<file path="config.mk">
export PLATFORM = sky130hd
export DESIGN_NAME = step_player
export DESIGN_NICKNAME = d
export VERILOG_FILES = /design/src/rtl/step_seq_pkg.sv /design/src/rtl/tempo_tick_gen.sv /design/src/rtl/step_player.sv
export SDC_FILE = /design/constraint.sdc
export NUM_CORES = 1
export LEC_CHECK = 0
export ABC_AREA = 1
export CAP_MARGIN = 20
export CELL_PAD_IN_SITES_DETAIL_PLACEMENT = 0
export CELL_PAD_IN_SITES_GLOBAL_PLACEMENT = 1
export CORE_ASPECT_RATIO = 0.6
export CORE_MARGIN = 3
export CORE_UTILIZATION = 40
export CTS_BUF_LIST = sky130_fd_sc_hd__clkbuf_4
export DETAILED_ROUTE_END_ITERATION = 12
export PLACE_DENSITY_LB_ADDON = 0.1
export SETUP_SLACK_MARGIN = 0.2
export SKIP_LAST_GASP = 1
export SYNTH_ARGS = -nofsm -noshare
export SYNTH_HDL_FRONTEND = slang
export SYNTH_SLANG_ARGS = --single-unit
</file>
<file path="constraint.sdc">
create_clock -name CLOCK_50 -period 3.5 [get_ports CLOCK_50]
set_input_delay 0.7 -clock CLOCK_50 [delete_from_list [all_inputs] [get_ports CLOCK_50]]
set_output_delay 0.7 -clock CLOCK_50 [all_outputs]
set_load 0.02 [all_outputs]
</file>
<file path="src/rtl/step_seq_pkg.sv">
// Shared definitions for the step sequencer: one-hot state encoding,
// pass-count floor and the accumulator wrap threshold.
package step_seq_pkg;

  typedef enum logic [2:0] {
    IDLE = 3'b001,
    RUN  = 3'b010,
    DONE = 3'b100
  } state_t;

  localparam int unsigned MIN_PASSES = 1;
  localparam int unsigned BPM_W      = 10;
  localparam int unsigned PASS_W     = 7;

  // Phase units per step period: CLK_HZ*60, so that adding BPM*SPB each
  // clock produces one wrap per step.
  function automatic longint unsigned thresh(input longint unsigned clk_hz);
    return clk_hz * 64'd60;
  endfunction

endpackage

</file>
<file path="src/rtl/tempo_tick_gen.sv">
// Phase accumulator that emits a combinational tick each cycle the running
// sum reaches CLK_HZ*60; the remainder is carried so tempo stays exact.
module tempo_tick_gen
  import step_seq_pkg::*;
#(
  parameter int unsigned CLK_HZ = 50_000_000,
  parameter int unsigned ACC_W  = 33
) (
  input  logic             CLOCK_50,
  input  logic             nReset,
  input  logic             clear,
  input  logic             run,
  input  logic [ACC_W-1:0] inc,
  output logic             tick
);

  localparam logic [ACC_W-1:0] THRESH = ACC_W'(thresh(64'(CLK_HZ)));

  logic [ACC_W-1:0] acc_q;
  logic [ACC_W-1:0] acc_d;
  logic [ACC_W-1:0] sum;

  always_comb begin
    sum   = acc_q + inc;
    acc_d = acc_q;
    tick  = 1'b0;
    if (clear) begin
      acc_d = '0;
    end else if (run) begin
      if (sum >= THRESH) begin
        acc_d = sum - THRESH;
        tick  = 1'b1;
      end else begin
        acc_d = sum;
      end
    end
  end

  always_ff @(posedge CLOCK_50 or negedge nReset) begin
    if (!nReset) begin
      acc_q <= '0;
    end else begin
      acc_q <= acc_d;
    end
  end

endmodule

</file>
<file path="src/rtl/step_player.sv">
// Playback engine: walks a step index over STEPS positions for the latched
// number of passes, paced by tempo_tick_gen, and hands play_en back upstream.
module step_player
  import step_seq_pkg::*;
#(
  parameter int unsigned CLK_HZ = 50_000_000,
  parameter int unsigned STEPS  = 16,
  parameter int unsigned STEP_W = 4,
  parameter int unsigned SPB    = 4,
  parameter int unsigned ACC_W  = 33
) (
  input  logic              CLOCK_50,
  input  logic              nReset,
  input  logic              Start,
  input  logic [BPM_W-1:0]  BPM,
  input  logic [PASS_W-1:0] Loops,
  output logic              play_en,
  output logic [STEP_W-1:0] step,
  output logic              step_tick,
  output logic [PASS_W-1:0] pass,
  output logic              done,
  output logic [2:0]        dbg_state
);

  localparam logic [STEP_W-1:0] LAST_STEP = STEP_W'(STEPS - 1);

  state_t             state_q, state_d;
  logic               start_q;
  logic [STEP_W-1:0]  step_q, step_d;
  logic [PASS_W-1:0]  pass_q, pass_d;
  logic [PASS_W-1:0]  passes_q, passes_d;
  logic [ACC_W-1:0]   inc_q, inc_d;
  logic               step_tick_q, step_tick_d;
  logic               done_q, done_d;
  logic               start_rise;
  logic               start_ok;
  logic               acc_clear;
  logic               tick;

  assign start_rise = Start & ~start_q;
  assign start_ok   = start_rise & (BPM != '0);

  tempo_tick_gen #(
    .CLK_HZ (CLK_HZ),
    .ACC_W  (ACC_W)
  ) u_tempo (
    .CLOCK_50 (CLOCK_50),
    .nReset   (nReset),
    .clear    (acc_clear),
    .run      (state_q == RUN),
    .inc      (inc_q),
    .tick     (tick)
  );

  // Abort takes priority over a same-cycle tick, which is discarded.
  always_comb begin
    state_d     = state_q;
    step_d      = step_q;
    pass_d      = pass_q;
    passes_d    = passes_q;
    inc_d       = inc_q;
    step_tick_d = 1'b0;
    done_d      = 1'b0;
    acc_clear   = 1'b0;
    unique case (state_q)
      IDLE: begin
        if (start_ok) begin
          state_d     = RUN;
          inc_d       = ACC_W'(BPM) * ACC_W'(SPB);
          passes_d    = (Loops == '0) ? PASS_W'(MIN_PASSES) : Loops;
          step_d      = '0;
          pass_d      = PASS_W'(1);
          step_tick_d = 1'b1;
          acc_clear   = 1'b1;
        end
      end
      RUN: begin
        if (!Start) begin
          state_d = IDLE;
          step_d  = '0;
          pass_d  = '0;
        end else if (tick) begin
          if (step_q != LAST_STEP) begin
            step_d      = step_q + STEP_W'(1);
            step_tick_d = 1'b1;
          end else if (pass_q < passes_q) begin
            step_d      = '0;
            pass_d      = pass_q + PASS_W'(1);
            step_tick_d = 1'b1;
          end else begin
            state_d = DONE;
            done_d  = 1'b1;
          end
        end
      end
      DONE: begin
        state_d = IDLE;
        step_d  = '0;
        pass_d  = '0;
      end
      default: begin
        state_d = IDLE;
        step_d  = '0;
        pass_d  = '0;
      end
    endcase
  end

  always_ff @(posedge CLOCK_50 or negedge nReset) begin
    if (!nReset) begin
      state_q     <= IDLE;
      start_q     <= 1'b0;
      step_q      <= '0;
      pass_q      <= '0;
      passes_q    <= '0;
      inc_q       <= '0;
      step_tick_q <= 1'b0;
      done_q      <= 1'b0;
    end else begin
      state_q     <= state_d;
      start_q     <= Start;
      step_q      <= step_d;
      pass_q      <= pass_d;
      passes_q    <= passes_d;
      inc_q       <= inc_d;
      step_tick_q <= step_tick_d;
      done_q      <= done_d;
    end
  end

  // Mealy term lets upstream see play_en in the very cycle Start rises;
  // gated by nReset so it stays low while reset is held.
  assign play_en   = nReset & ((state_q == RUN) | ((state_q == IDLE) & start_ok));
  assign step      = step_q;
  assign step_tick = step_tick_q;
  assign pass      = pass_q;
  assign done      = done_q;
  assign dbg_state = state_q;

endmodule
</file>
Yosys cells after proc, flatten, opt, wreduce, memory -nomap -nowiden
Index checks and enable logic that the tools add are counted.
{"block": "word_totals", "regBits": 67, "elab_cells": 74}
{"block": "op_classes", "magnitude_cmp": 2, "bitwise": 6, "mux": 37, "eq_ne": 9, "n_reduce_logical": 7, "n_addsub": 4}
{"cell": "$mux W33", "count": 3}
{"cell": "$mux W7", "count": 6}
{"cell": "$add A33 B12 Y33", "count": 1}
{"cell": "$ge A33 B32 Y1 const B", "count": 1}
{"cell": "$sub A33 B32 Y33 const B", "count": 1}
{"cell": "$mux W4", "count": 5}
{"cell": "$mux W3", "count": 5}
{"cell": "$mux W1", "count": 14}
{"cell": "$pmux W7 S2", "count": 1}
{"cell": "$ne A3 B3 Y1 const B", "count": 4}
{"cell": "$reduce_bool A10 Y1", "count": 1}
{"cell": "$ne A4 B4 Y1 const B", "count": 2}
{"cell": "$pmux W4 S2", "count": 1}
{"cell": "$reduce_and A4 Y1", "count": 2}
{"cell": "$add A7 B1 Y7 const B", "count": 1}
{"cell": "$logic_not A7 Y1", "count": 1}
{"cell": "$lt A7 B7 Y1", "count": 1}
{"cell": "$pmux W3 S2", "count": 1}
{"cell": "$add A4 B1 Y4 const B", "count": 1}
{"cell": "$and A1 B1 Y1", "count": 4}
{"cell": "$eq A3 B1 Y1 const B", "count": 1}
{"cell": "$eq A3 B2 Y1 const B", "count": 1}
{"cell": "$reduce_and A3 Y1", "count": 1}
{"cell": "$ne A2 B2 Y1 const B", "count": 1}
{"cell": "5 further kinds", "count": 5}

Longest topological paths before layout
Gate-level depths: netlist (run 1).
{"block": "depth", "ltp_word": 9, "mapped_depth": 24, "ltp_nobuf": 22}

By module
Synthesis (run 1) repeated with hierarchy kept, for this count alone.
{"block": "unflattened", "hier_cells": 1254, "hier_area_um2": 7224.4}
{"mod": "tempo_tick_gen", "area_per_inst_um2": 5306.3, "cells_each": 1018, "n_inst": 1}
{"mod": "step_player", "area_per_inst_um2": 1918.1, "cells_each": 236, "n_inst": 1}

Least setup slack after synthesis (run 1)
No wires, ideal clock.
{"block": "synth_timing", "kind": "flip-flop to flip-flop", "startpoint": "register inc_q[2]", "endpoint": "register u_tempo.acc_q[25]", "t_arrival_ps": 2809, "synth_period_minus_slack_ps": 2927, "setup_time_ps": 118, "required_time_ps": 3382, "path_stages_with_launch": 22, "setup_slack_ps": 573, "cell_sequence": "dfrtp_1 -> ha_1 -> fa_1 -> nand3_1 -> nand3_1 -> nand2_1 -> nand2_1 -> nand2_1 -> nand2_1 -> ha_1 -> nand3_1 -> nand2_1 -> nand2_1 -> nand2_1 -> nand3_1 -> nand4_2 -> buf_6 -> buf_6 -> nand2_1 -> nand2_1 -> nand3_1 -> nand2_1"}
{"block": "synth_via", "elab_chain_cells": 5, "elab_cells_between_ends": 6}
{"element": "start, declared", "line_no": "step_player.sv:32", "source": "logic [ACC_W-1:0] inc_q, inc_d;"}
{"element": "start signal, assigned", "line_no": "step_player.sv:125", "source": "inc_q <= inc_d;"}
{"element": "$add A33 B12 Y33 *", "line_no": "tempo_tick_gen.sv:24", "source": "sum = acc_q + inc;"}
{"element": "$sub A33 B32 Y33 / $ge A33 B32 Y1 (equally long branches)", "line_no": "tempo_tick_gen.sv:31, tempo_tick_gen.sv:30"}
{"element": "$mux W33 *", "line_no": "tempo_tick_gen.sv:30", "source": "if (sum >= THRESH) begin"}
{"element": "$mux W33 *", "line_no": "tempo_tick_gen.sv:29", "source": "end else if (run) begin"}
{"element": "$mux W33 *", "line_no": "tempo_tick_gen.sv:27", "source": "if (clear) begin"}
{"element": "end signal, assigned", "line_no": "tempo_tick_gen.sv:41", "source": "acc_q <= '0;"}
{"element": "end signal, assigned", "line_no": "tempo_tick_gen.sv:43", "source": "acc_q <= acc_d;"}
{"element": "end, declared", "line_no": "tempo_tick_gen.sv:19", "source": "logic [ACC_W-1:0] acc_q;"}
Mark *: on every way between the ends. The rest lies on a longest branch, timed or not. The select of a mux whose other input is x is not followed.
A chain may end at the register's enable or synchronous reset.

Worst setup path in the final report (run 1)
{"block": "layout_timing", "startpoint": "register inc_q[2]", "endpoint": "register u_tempo.acc_q[23]"}
The elaborated chain is that of the path after synthesis.

==> run metrics, run 1 <==
fill cell count=1360; synthesized area per cell=6.14 µm²; CTS Sinks=65; Fin. Hold Viols=0; global placement routability congestion=0.970; FF/Latch Area=1630 µm²; Routed Antenna Nets=0; H-tree depth=3; synthesized net count=952; Worst EP arrival=3.50 ns; CP Class=flip-flop to flip-flop; unrepaired setup endpoints after global routing=true; worst min path class=primary input to async pin; worst hold slack=0.468 ns; Synth Area in Simple Gates=47.3%; Setup Viol. Count Final=0; r2r setup slk=0.34 ns; #FFs+latches synth=65; Ant. Diodes=0; Root Buffer=clkbuf_4; relative slew slack=41.0%; R2R Path Start=inc_q[2]$_DFFE_PN0P_; Adder-Cell Fraction of Synth Area=4.60%; DIE WIDTH=159 µm; pwr dens=557 nW/µm²; CTS Buffer Depth=2; wire length per cell=16.5 µm; reg2reg path depth=16; multiplexer share of the synthesized area=1.61%; ratio of cells with drive above 1 in the final layout=16.7%; FF-to-FF End=u_tempo.acc_q[23]$_DFFE_PN0N_; synthesized area=5600 µm²; EDFF count, synth=0; CTS tree=done; Worst Skew=0.0193 ns; ys async rst share=100%; vias in the first global route=5474; outcome=complete, no violations; CP Launch Type=flip-flop; first-pass GRT wire length=30000 µm; IO Pins=37; number of port buffers=36; commonest non-fill, non-tap cell in the layout=nand2_1; WP data required=3.84 ns; slew at the pin with the worst max-slew slack=0.885 ns; core area=13300 µm²; VDD IR max=0.000229 V; Post-Route WL=19200 µm; CP max FO=10; First-pass DRT Iterations=5; main combinational cell family by area after synthesis=simple AND/OR/NAND/NOR gates; setup TNS=0 ns; Tcrit/Tclk final=90.2%; Starting DRT DRC Count=555; max_cap viols=0; total track usage=24.5%; register area share after synthesis=29.1%; area of the multi-input gates=3780 µm²; area grow syn2layout=21.9%; routed vias/inst=5.34; clock-pin slew on the worst setup and hold paths=0.12 ns; count of pins over their slew limit=0; initial antenna violation count=0; Cells after Synth=912; number of distinct library cells after synthesis=44; Placement Rows=32; hold_buf cts=0; Detailed Place HPWL=14800 µm; cts bufs inserted=9; Initial Util=42.3%; yosys warns=0; DRC viols=0; XOR/XNOR share of the synthesized area=1.25%; P_leak=3.52 nW; nets=1012; die area=15500 µm²; f_max=317 MHz; Worst-Skew Late Latency=0.45 ns; largest net degree at the start of global routing=66; area fraction in compound gates after synthesis=6.25%; top_reg_cell synth=dfrtp_1; Die Y=97.7 µm; grt ovf=0; via count=6215; Crit. End Element=flip-flop; commonest cells after routing, fill and taps aside=314 x nand2_1, 119 x inv_1, 87 x nand3_1; fin crit period=3.16 ns
[metrics by stage]
stage               instance area [µm²]  setup slack (ns)  total power [mW]  utilization [%]  std cells
floorplan                          5600             0.573              2.32                -        912
global placement                   6240             0.131              2.98             47.1       1138
detailed placement                 6240             0.113              2.99             47.1       1138
CTS                                6420             0.207              3.46             48.5       1154
global route                       6830             0.153              4.11             51.5       1163
finish                             6830             0.344              3.81             51.5       1163
[logic make-up after synthesis]
group / count (synthesis)
and+or+nand+nor: 609
buffers and inverters: 140
DFF: 65
AOI/OAI and AO/OA: 62
adders and majority gates: 20
xor gates and xnor gates: 8
muxes: 8
[worst max-delay path, stage by stage, from the launching register on]
cell and delay [ns]:
dfrtp_1 0.43, ha_4 0.19, fa_2 0.42, or2_2 0.31, a21oi_2 0.14, nand3_1 0.11, nor2_2 0.13, nand3_2 0.16
or2_1 0.26, nor2_1 0.12, nand3_2 0.10, nand4_4 0.14, buf_12 0.13, clkbuf_16 0.15, nand3_1 0.08, nand3_2 0.12
nand2_1 0.07
[power breakdown]
group	internal, mW	total (mW)	switching (mW)
combinational	0.829	2.25	1.43
sequential	0.930	1.11	0.176
clock	0.138	0.445	0.307
[sequential cells by signal (all words and copies together), names as in the netlist]
register	flops
inc_q	10
passes_q	7
start_q	1
step	4
step_tick	1
pass	7
dbg_state	3
done	1
u_tempo.acc_q	31
[cell type report]
| class | instances | share of cell area (%) |
|---|---|---|
| Multi-Input combinational cell | 707 | 55.3 |
| Sequential cell | 65 | 23.8 |
| Timing Repair Buffer | 61 | 8.90 |
| Inverter | 128 | 7.03 |
| Tap cell | 187 | 3.43 |
| Clock buffer | 9 | 0.989 |
| Clock inverter | 6 | 0.531 |
[what timing repair did]
item | 4_1_cts | 5_1_grt
pin swaps | 0 | 17
setup endpoints to repair | 23 | 40
buffers inserted | 0 | 8
gates resized for setup | 9 | 85
gates cloned | 1 | 1
[synth_stat cells (2+ instances only)]
| library cell | n | share of area (%) |
|---|---|---|
| o21ai_1 | 2 | 0.18 |
| nand2_4 | 2 | 0.40 |
| inv_1 | 121 | 8.1 |
| nor2_4 | 4 | 0.80 |
| nor2_1 | 92 | 6.2 |
| nand3b_1 | 6 | 0.80 |
| ha_1 | 19 | 4.2 |
| or2_1 | 2 | 0.22 |
| nor3_1 | 9 | 0.80 |
| a21oi_1 | 25 | 2.2 |
| nand3_2 | 3 | 0.54 |
| nand2_2 | 9 | 1.0 |
| xor2_1 | 7 | 1.1 |
| dfrtp_1 | 64 | 29 |
| a22oi_1 | 2 | 0.27 |
| nor4_1 | 2 | 0.22 |
| nand4_1 | 20 | 2.2 |
| clkinv_1 | 2 | 0.13 |
| clkbuf_1 | 7 | 0.47 |
| nand2_1 | 340 | 23 |
| o211ai_1 | 2 | 0.27 |
| buf_6 | 4 | 0.80 |
| inv_2 | 5 | 0.34 |
| nor3b_1 | 2 | 0.27 |
| nand3_1 | 103 | 9.2 |
| a21o_1 | 3 | 0.40 |
| mux2_2 | 8 | 1.6 |
| o21ai_0 | 21 | 1.9 |
| nor2_2 | 11 | 1.2 |
[worst max-delay path by stage]
stage	startpoint	endpoint	slack [ns]	cells after the start
6_report	inc_q[2]$_DFFE_PN0P_	u_tempo.acc_q[23]$_DFFE_PN0N_	0.34	16
3_5_place_dp	inc_q[2]$_DFFE_PN0P_	pass[6]$_DFFE_PN0P_	0.11	19
5_1_grt	u_tempo.acc_q[9]$_DFFE_PN0N_	u_tempo.acc_q[20]$_DFFE_PN0N_	0.15	21
4_1_cts	u_tempo.acc_q[7]$_DFFE_PN0N_	u_tempo.acc_q[11]$_DFFE_PN0N_	0.21	18
2_1_floorplan	inc_q[2]$_DFFE_PN0P_	u_tempo.acc_q[25]$_DFFE_PN0N_	0.57	21
3_3_place_gp	BPM[7]	play_en	0.13	8
[per-layer routing]
layer	global-route usage, %	wire length [µm]	vias up
li1	-	-	3022
met3	7.50	2090	24
met2	31.2	7160	275
met5	0	0	-
met1	39.5	9750	2894
met4	4.44	210	0
No activity file was read; power rests on OpenSTA's default activity.
==> run 2, diff against run 1 <==
Settings changed: CORE_UTILIZATION 40 to 30.
==> run 2 against run 1 <==
Effect of this change: sequential share of layout area fell by 0.49 points; final cell count rose by 5.7%; setup slack lost 0.073 ns; first-iteration DRC count is 3.6% lower; flip-flop and latch count is the same; wire length is 8.5% higher; critical path depth unchanged; die area grew 32%; highest routed layer unchanged.
==> run metrics, run 2 (synthesis gave the netlist of run 1 again) <==
outcome=complete, no violations; WP data required=3.85 ns (about the same); grt met2 use=23.4% (-7.8 points); die area=20400 µm² (+32%); first-pass GRT wire length=31900 µm (+6.1%); core area=18200 µm² (+37%); commonest cells after routing, fill and taps aside=315 x nand2_1, 121 x inv_1, 92 x nand3_1; Worst-Skew Late Latency=0.45 ns (about the same); clock-pin slew on the worst setup and hold paths=0.12 ns (about the same); r2r setup slk=0.27 ns (-0.07 ns); number of flip-flops in the largest register=31 (unchanged); Flop pwr share=28.6% (-0.5 points); Root Buffer=clkbuf_4; worst hold slack=0.0754 ns (-0.392 ns); Detailed Place HPWL=16500 µm (+12%); Die Y=112 µm (+15%); ratio of cells with drive above 1 in the final layout=17.3% (+0.59 points); global placement routability congestion=0.873 (-10%); Worst Skew=0.0207 ns (+0.00144 ns); fin crit period=3.23 ns (+0.0733 ns); relative slew slack=47.7% (+6.7 points); worst min path class=primary input to async pin; via count=6003 (-3.4%); number of port buffers=36 (unchanged); Worst EP arrival=3.58 ns (+0.08 ns); Placement Rows=38 (+19%); fin worst setup slack=0.270 ns (-0.0733 ns); FF-to-FF End=u_tempo.acc_q[16]$_DFFE_PN0N_; Setup Viol. Count Final=0 (unchanged); switching share of power=49.4% (-0.71 points); setup TNS=0 ns (unchanged); Routed Antenna Nets=0 (unchanged); CTS Buffer Depth=2 (unchanged); VDD IR max=0.000202 V (-12%); Final Core Density=38.3% (-13 points); most flop-heavy register=u_tempo.acc_q; slew at the pin with the worst max-slew slack=0.785 ns (-0.0999 ns); Comb pwr share=58.1% (-1.1 points); nets=1024 (+1.2%); area grow syn2layout=24.6%; Fin. Hold Viols=0 (unchanged); Tcrit/Tclk final=92.3% (+2.1 points); Clock power frac=13.3% (+1.6 points); CP max stage cell=dfrtp_1; CP max FO=6 (-4); GR peak layer=met1; R2R Path Start=u_tempo.acc_q[2]$_DFFE_PN0N_; CP most frequent cell=nand3_1; First-pass DRT Iterations=5 (unchanged); Internal=1.97 mW (+3.9%); slowest stage delay, CP=0.42 ns (about the same); cts bufs inserted=9 (unchanged); initial antenna violation count=0 (unchanged); largest net degree at the start of global routing=55 (-17%); CP Launch Type=flip-flop; Crit. End Element=flip-flop; commonest non-fill, non-tap cell in the layout=nand2_1; switching pwr=1.93 mW (+1.0%); Starting DRT DRC Count=535 (-3.6%); reg2reg path depth=16 (unchanged); Ant. Diodes=0 (unchanged); biggest regs=u_tempo.acc_q x31, inc_q x10; Initial Util=30.8% (-12 points); Post-Route WL=20800 µm (+8.5%); DP Worst Slack=0.0748 ns (-0.0379 ns); pwr dens=559 nW/µm² (+0.30%); count of pins over their slew limit=0 (unchanged); wire length per cell=17.0 µm (+2.7%); IO Pins=37 (unchanged); CTS Sinks=65 (unchanged); met3 global-route usage=4.21% (-3.3 points); unrepaired setup endpoints after global routing=true; CTS tree=done; P_leak=3.59 nW (+1.8%); cell breakdown of the critical path=ha_4, fa_2, or2_2, a21oi_2, nand3_1, nor2_2, nand3_2, or2_1, nor2_1, nand3_1, nand4_4, buf_8, buf_4, nand3_1, nand3_1, nand2_1; fill cell count=2023 (+49%); DIE WIDTH=182 µm (+15%); DRC viols=0 (unchanged); routed vias/inst=4.88 (-8.6%); f_max=310 MHz (-2.3%); CP Class=flip-flop to flip-flop; routing usage on met1=36.6% (-2.9 points); total track usage=20.4% (-4.1 points); H-tree depth=3 (unchanged); vias in the first global route=5296 (-3.3%); grt ovf=0 (unchanged); max_cap viols=0 (unchanged)
[run 2: how the worst max path moves through the flow]
stage	start	endpoint	slack [ns]	cells past startpoint
6_report	u_tempo.acc_q[2]$_DFFE_PN0N_	u_tempo.acc_q[16]$_DFFE_PN0N_	0.27	16
5_1_grt	u_tempo.acc_q[11]$_DFFE_PN0N_	pass[3]$_DFFE_PN0P_	0.14	20
4_1_cts	u_tempo.acc_q[9]$_DFFE_PN0N_	pass[3]$_DFFE_PN0P_	0.21	18
3_5_place_dp	BPM[0]	play_en	0.07	8
3_3_place_gp	BPM[0]	play_en	0.07	8
2_1_floorplan	inc_q[2]$_DFFE_PN0P_	u_tempo.acc_q[25]$_DFFE_PN0N_	0.57	21
[run 2: power by group through the flow]
stage / sequential [mW] / combinational [mW] / clock [mW]
4_1_cts: 1.08 / 2.02 / 0.541
6_report: 1.12 / 2.27 / 0.519
5_1_grt: 1.14 / 2.51 / 0.572
3_3_place_gp: 1.10 / 2.01 / 0
3_5_place_dp: 1.09 / 1.98 / 0
2_1_floorplan: 1.06 / 1.26 / 0
[run 2: final cells by class]
class | instances | area, µm² | area share (%)
multi-input combinational | 708 | 3760 | 53.9
inverter | 128 | 480 | 6.88
clock buffer | 9 | 67.6 | 0.968
clock inverter | 7 | 61.3 | 0.878
sequential | 65 | 1630 | 23.3
tap | 240 | 300 | 4.30
timing repair buffer | 72 | 682 | 9.77
[run 2: routing by layer]
| metal | vias up | routed length, µm | share of wire (%) |
|---|---|---|---|
| met5 | - | 0 | 0 |
| met4 | 0 | 103 | 0.49 |
| met3 | 8 | 1310 | 6.3 |
| met2 | 153 | 7160 | 34 |
| met1 | 2793 | 12300 | 59 |
| li1 | 3049 | - | - |
[run 2: what timing repair did]
action                                  in CTS  in global routing
pin swaps                                    0                 13
gates resized for setup                      7                 83
setup buffers                                0                  7
cloned                                       0                  3
hold buffers                                 0                  0
endpoints found under the hold margin        0                  0
endpoints found under the setup margin      27                 39
[run 2: metrics by stage]
| step | cell area [µm²] | power [mW] | cells |
|---|---|---|---|
| 2_1_floorplan | 5600 | 2.32 | 912 |
| 3_3_place_gp | 6410 | 3.11 | 1203 |
| 3_5_place_dp | 6410 | 3.08 | 1203 |
| 4_1_cts | 6560 | 3.64 | 1219 |
| 5_1_grt | 6980 | 4.22 | 1229 |
| 6_report | 6980 | 3.90 | 1229 |
[run 2: worst max-delay path: cells and delay by family, from the launching register on]
family	cells	cell delay, ns
adder cells (fa/ha/maj)	2	0.59
AND/OR/NAND/NOR	11	1.70
flip-flops	1	0.42
AO/OA/AOI/OAI	1	0.11
buffers and inverters	2	0.30
==> run 3, diff against run 2 <==
Settings changed: CORE_UTILIZATION 30 to 44.
==> run 3 against run 2 <==
Effect of this change: critical path depth is the same; via count grew 3.4%; hold slack gained 0.36 ns; utilization grew 19 points; count of clock-buffer cells in the layout grew 1; non-clock buffer count shrank 8; critical endpoint is now u_tempo.acc_q[13]$_DFFE_PN0N_; largest power group unchanged.
==> run metrics, run 3 (synthesis gave the netlist of run 1 again) <==
CP max FO=7 (+1); Post-Place Cells=1116 (-7.2%); DIE WIDTH=152 µm (-17%); Initial Util=45.7% (+15 points); total track usage=27.8% (+7.5 points); slew at the pin with the worst max-slew slack=0.864 ns (+0.0791 ns); Comb pwr share=54.7% (-3.4 points); R2R Path Start=u_tempo.acc_q[2]$_DFFE_PN0N_; via count=6210 (+3.4%); DRC viols=0 (unchanged); VDD IR max=0.000254 V (+26%); switching share of power=46.6% (-2.8 points); Detailed Place HPWL=14800 µm (-11%); Crit. End Element=flip-flop; P_leak=3.60 nW (+0.45%); initial antenna violation count=0 (unchanged); relative slew slack=42.4% (-5.3 points); clock-pin slew on the worst setup and hold paths=0.14 ns (+0.02 ns); wire length per cell=16.9 µm (-0.23%); max_cap viols=0 (unchanged); global placement routability congestion=0.994 (+14%); area of the multi-input gates=3780 µm² (+0.63%); Finished Cell Area=6970 µm² (-0.14%); largest net degree at the start of global routing=66 (+20%); Worst-Skew Late Latency=0.45 ns (about the same); FF-to-FF End=u_tempo.acc_q[13]$_DFFE_PN0N_; nets=1016 (-0.78%); switching pwr=1.93 mW (+0.11%); CTS Buffer Depth=2 (unchanged); IO Pins=37 (unchanged); CP Launch Type=flip-flop; Starting DRT DRC Count=651 (+22%); FF/Latch Area=1630 µm² (about the same); commonest cells after routing, fill and taps aside=313 x nand2_1, 120 x inv_1, 95 x nand3_1; Finished Layout Cells=1146 (-6.8%); Die Y=93.4 µm (-16%); DP Area=6230 µm² (-2.8%); fin crit period=3.21 ns (-0.0209 ns); hold_buf cts=0 (unchanged); fill cell count=1241 (-39%); Worst EP arrival=3.55 ns (-0.03 ns); Flop pwr share=26.8% (-1.8 points); Placement Rows=31 (-18%); ratio of cells with drive above 1 in the final layout=16.3% (-0.98 points); pwr dens=594 nW/µm² (+6.4%); die area=14200 µm² (-31%); Root Buffer=clkbuf_4; Worst Skew=0.0287 ns (+0.00794 ns); r2r setup slk=0.29 ns (+0.02 ns); worst hold slack=0.439 ns (+0.364 ns); commonest non-fill, non-tap cell in the layout=nand2_1; area grow syn2layout=24.4%; biggest regs=u_tempo.acc_q x31, inc_q x10; Clock power frac=18.5% (+5.2 points); outcome=complete, no violations; Internal=2.21 mW (+12%); number of port buffers=36 (unchanged); unrepaired setup endpoints after global routing=false; first-pass GRT wire length=30100 µm (-5.4%); most flop-heavy register=u_tempo.acc_q; H-tree depth=3 (unchanged); vias in the first global route=5531 (+4.4%); Fin. Hold Viols=0 (unchanged); routed vias/inst=5.42 (+11%); Setup Viol. Count Final=0 (unchanged); cts bufs inserted=9 (unchanged); CP Class=flip-flop to flip-flop; worst min path class=primary input to async pin; WP data required=3.84 ns (about the same); f_max=312 MHz (+0.65%); grt ovf=0 (unchanged); CTS Sinks=65 (unchanged); Routed Antenna Nets=0 (unchanged); Tcrit/Tclk final=91.7% (-0.60 points); CTS tree=done; Ant. Diodes=0 (unchanged); count of pins over their slew limit=0 (unchanged); core area=12300 µm² (-33%); First-pass DRT Iterations=5 (unchanged); Post-Route WL=19400 µm (-7.0%); reg2reg path depth=16 (unchanged); number of flip-flops in the largest register=31 (unchanged); setup TNS=0 ns (unchanged)
==> run 3: cell types whose count changed in the layout (fill, tap and decap cells not counted), sizes merged <==
| cell | change |
|---|---|
| inv | +2 |
| buf | -8 |
| clkinv | -5 |
| clkbuf | +1 |
| bufinv | +3 |
| clkinvlp | -1 |
==> run 3: layer usage <==
layer,global-route usage (%),part of all wire (%),vias up
li1,-,-,3026
met1,45.0,51,2926
met2,35.9,38,249
met3,8.86,10,9
met4,3.89,0.48,0
met5,0,0,-
==> run 3: worst max-delay path by stage <==
stage | from | endpoint | slack (ns)
floorplan | inc_q[2]$_DFFE_PN0P_ | u_tempo.acc_q[25]$_DFFE_PN0N_ | 0.57
global placement | BPM[1] | play_en | 0.11
detailed placement | inc_q[2]$_DFFE_PN0P_ | step[3]$_DFFE_PN0P_ | 0.07
CTS | inc_q[2]$_DFFE_PN0P_ | step[3]$_DFFE_PN0P_ | 0.21
global route | u_tempo.acc_q[2]$_DFFE_PN0N_ | u_tempo.acc_q[15]$_DFFE_PN0N_ | 0.17
finish | u_tempo.acc_q[2]$_DFFE_PN0N_ | u_tempo.acc_q[13]$_DFFE_PN0N_ | 0.29
==> run 3: through the flow <==
step                total power [mW]  utilization [%]  setup WS (ns)
finish                          4.14             56.9          0.291
global route                    4.45             56.9          0.168
CTS                             3.76             53.2          0.206
detailed placement              2.96             50.8         0.0728
global placement                2.93             50.8          0.114
floorplan                       2.32                -          0.573
==> run 3: power by group through the flow <==
stage          sequential (mW)  combinational, mW  clock, mW
2_1_floorplan             1.06               1.26          0
3_3_place_gp              1.07               1.86          0
3_5_place_dp              1.08               1.88          0
4_1_cts                   1.06               1.92      0.778
5_1_grt                   1.13               2.51      0.807
6_report                  1.11               2.27      0.767
==> run 3: worst max-delay path, cell delays in order, from the launching register on <==
cell and delay (ns):
dfrtp_1 0.45, ha_4 0.19, fa_2 0.47, or2_4 0.26, a21oi_2 0.14, nand3_1 0.11, nor2_2 0.15, nand3_2 0.14
or2_1 0.23, nor2_1 0.11, nand3_1 0.12, nand4_4 0.18, buf_12 0.14, clkbuf_16 0.14, nand3_1 0.06, nand3_1 0.12
nand2_1 0.08
==> run 3: cell type report <==
| type | count | area share, % |
|---|---|---|
| clock buffer | 10 | 1.08 |
| clock inverter | 6 | 1.97 |
| inverter | 128 | 6.93 |
| multi-input combinational | 708 | 54.3 |
| sequential | 65 | 23.4 |
| tap | 165 | 2.96 |
| timing repair buffer | 64 | 9.43 |
==> run 3: repair_timing <==
item | in CTS | in global routing
gates cloned | 1 | 3
pin swaps | 2 | 22
resized for setup | 10 | 82
setup buffers | 1 | 9
setup endpoints to repair | 31 | 39
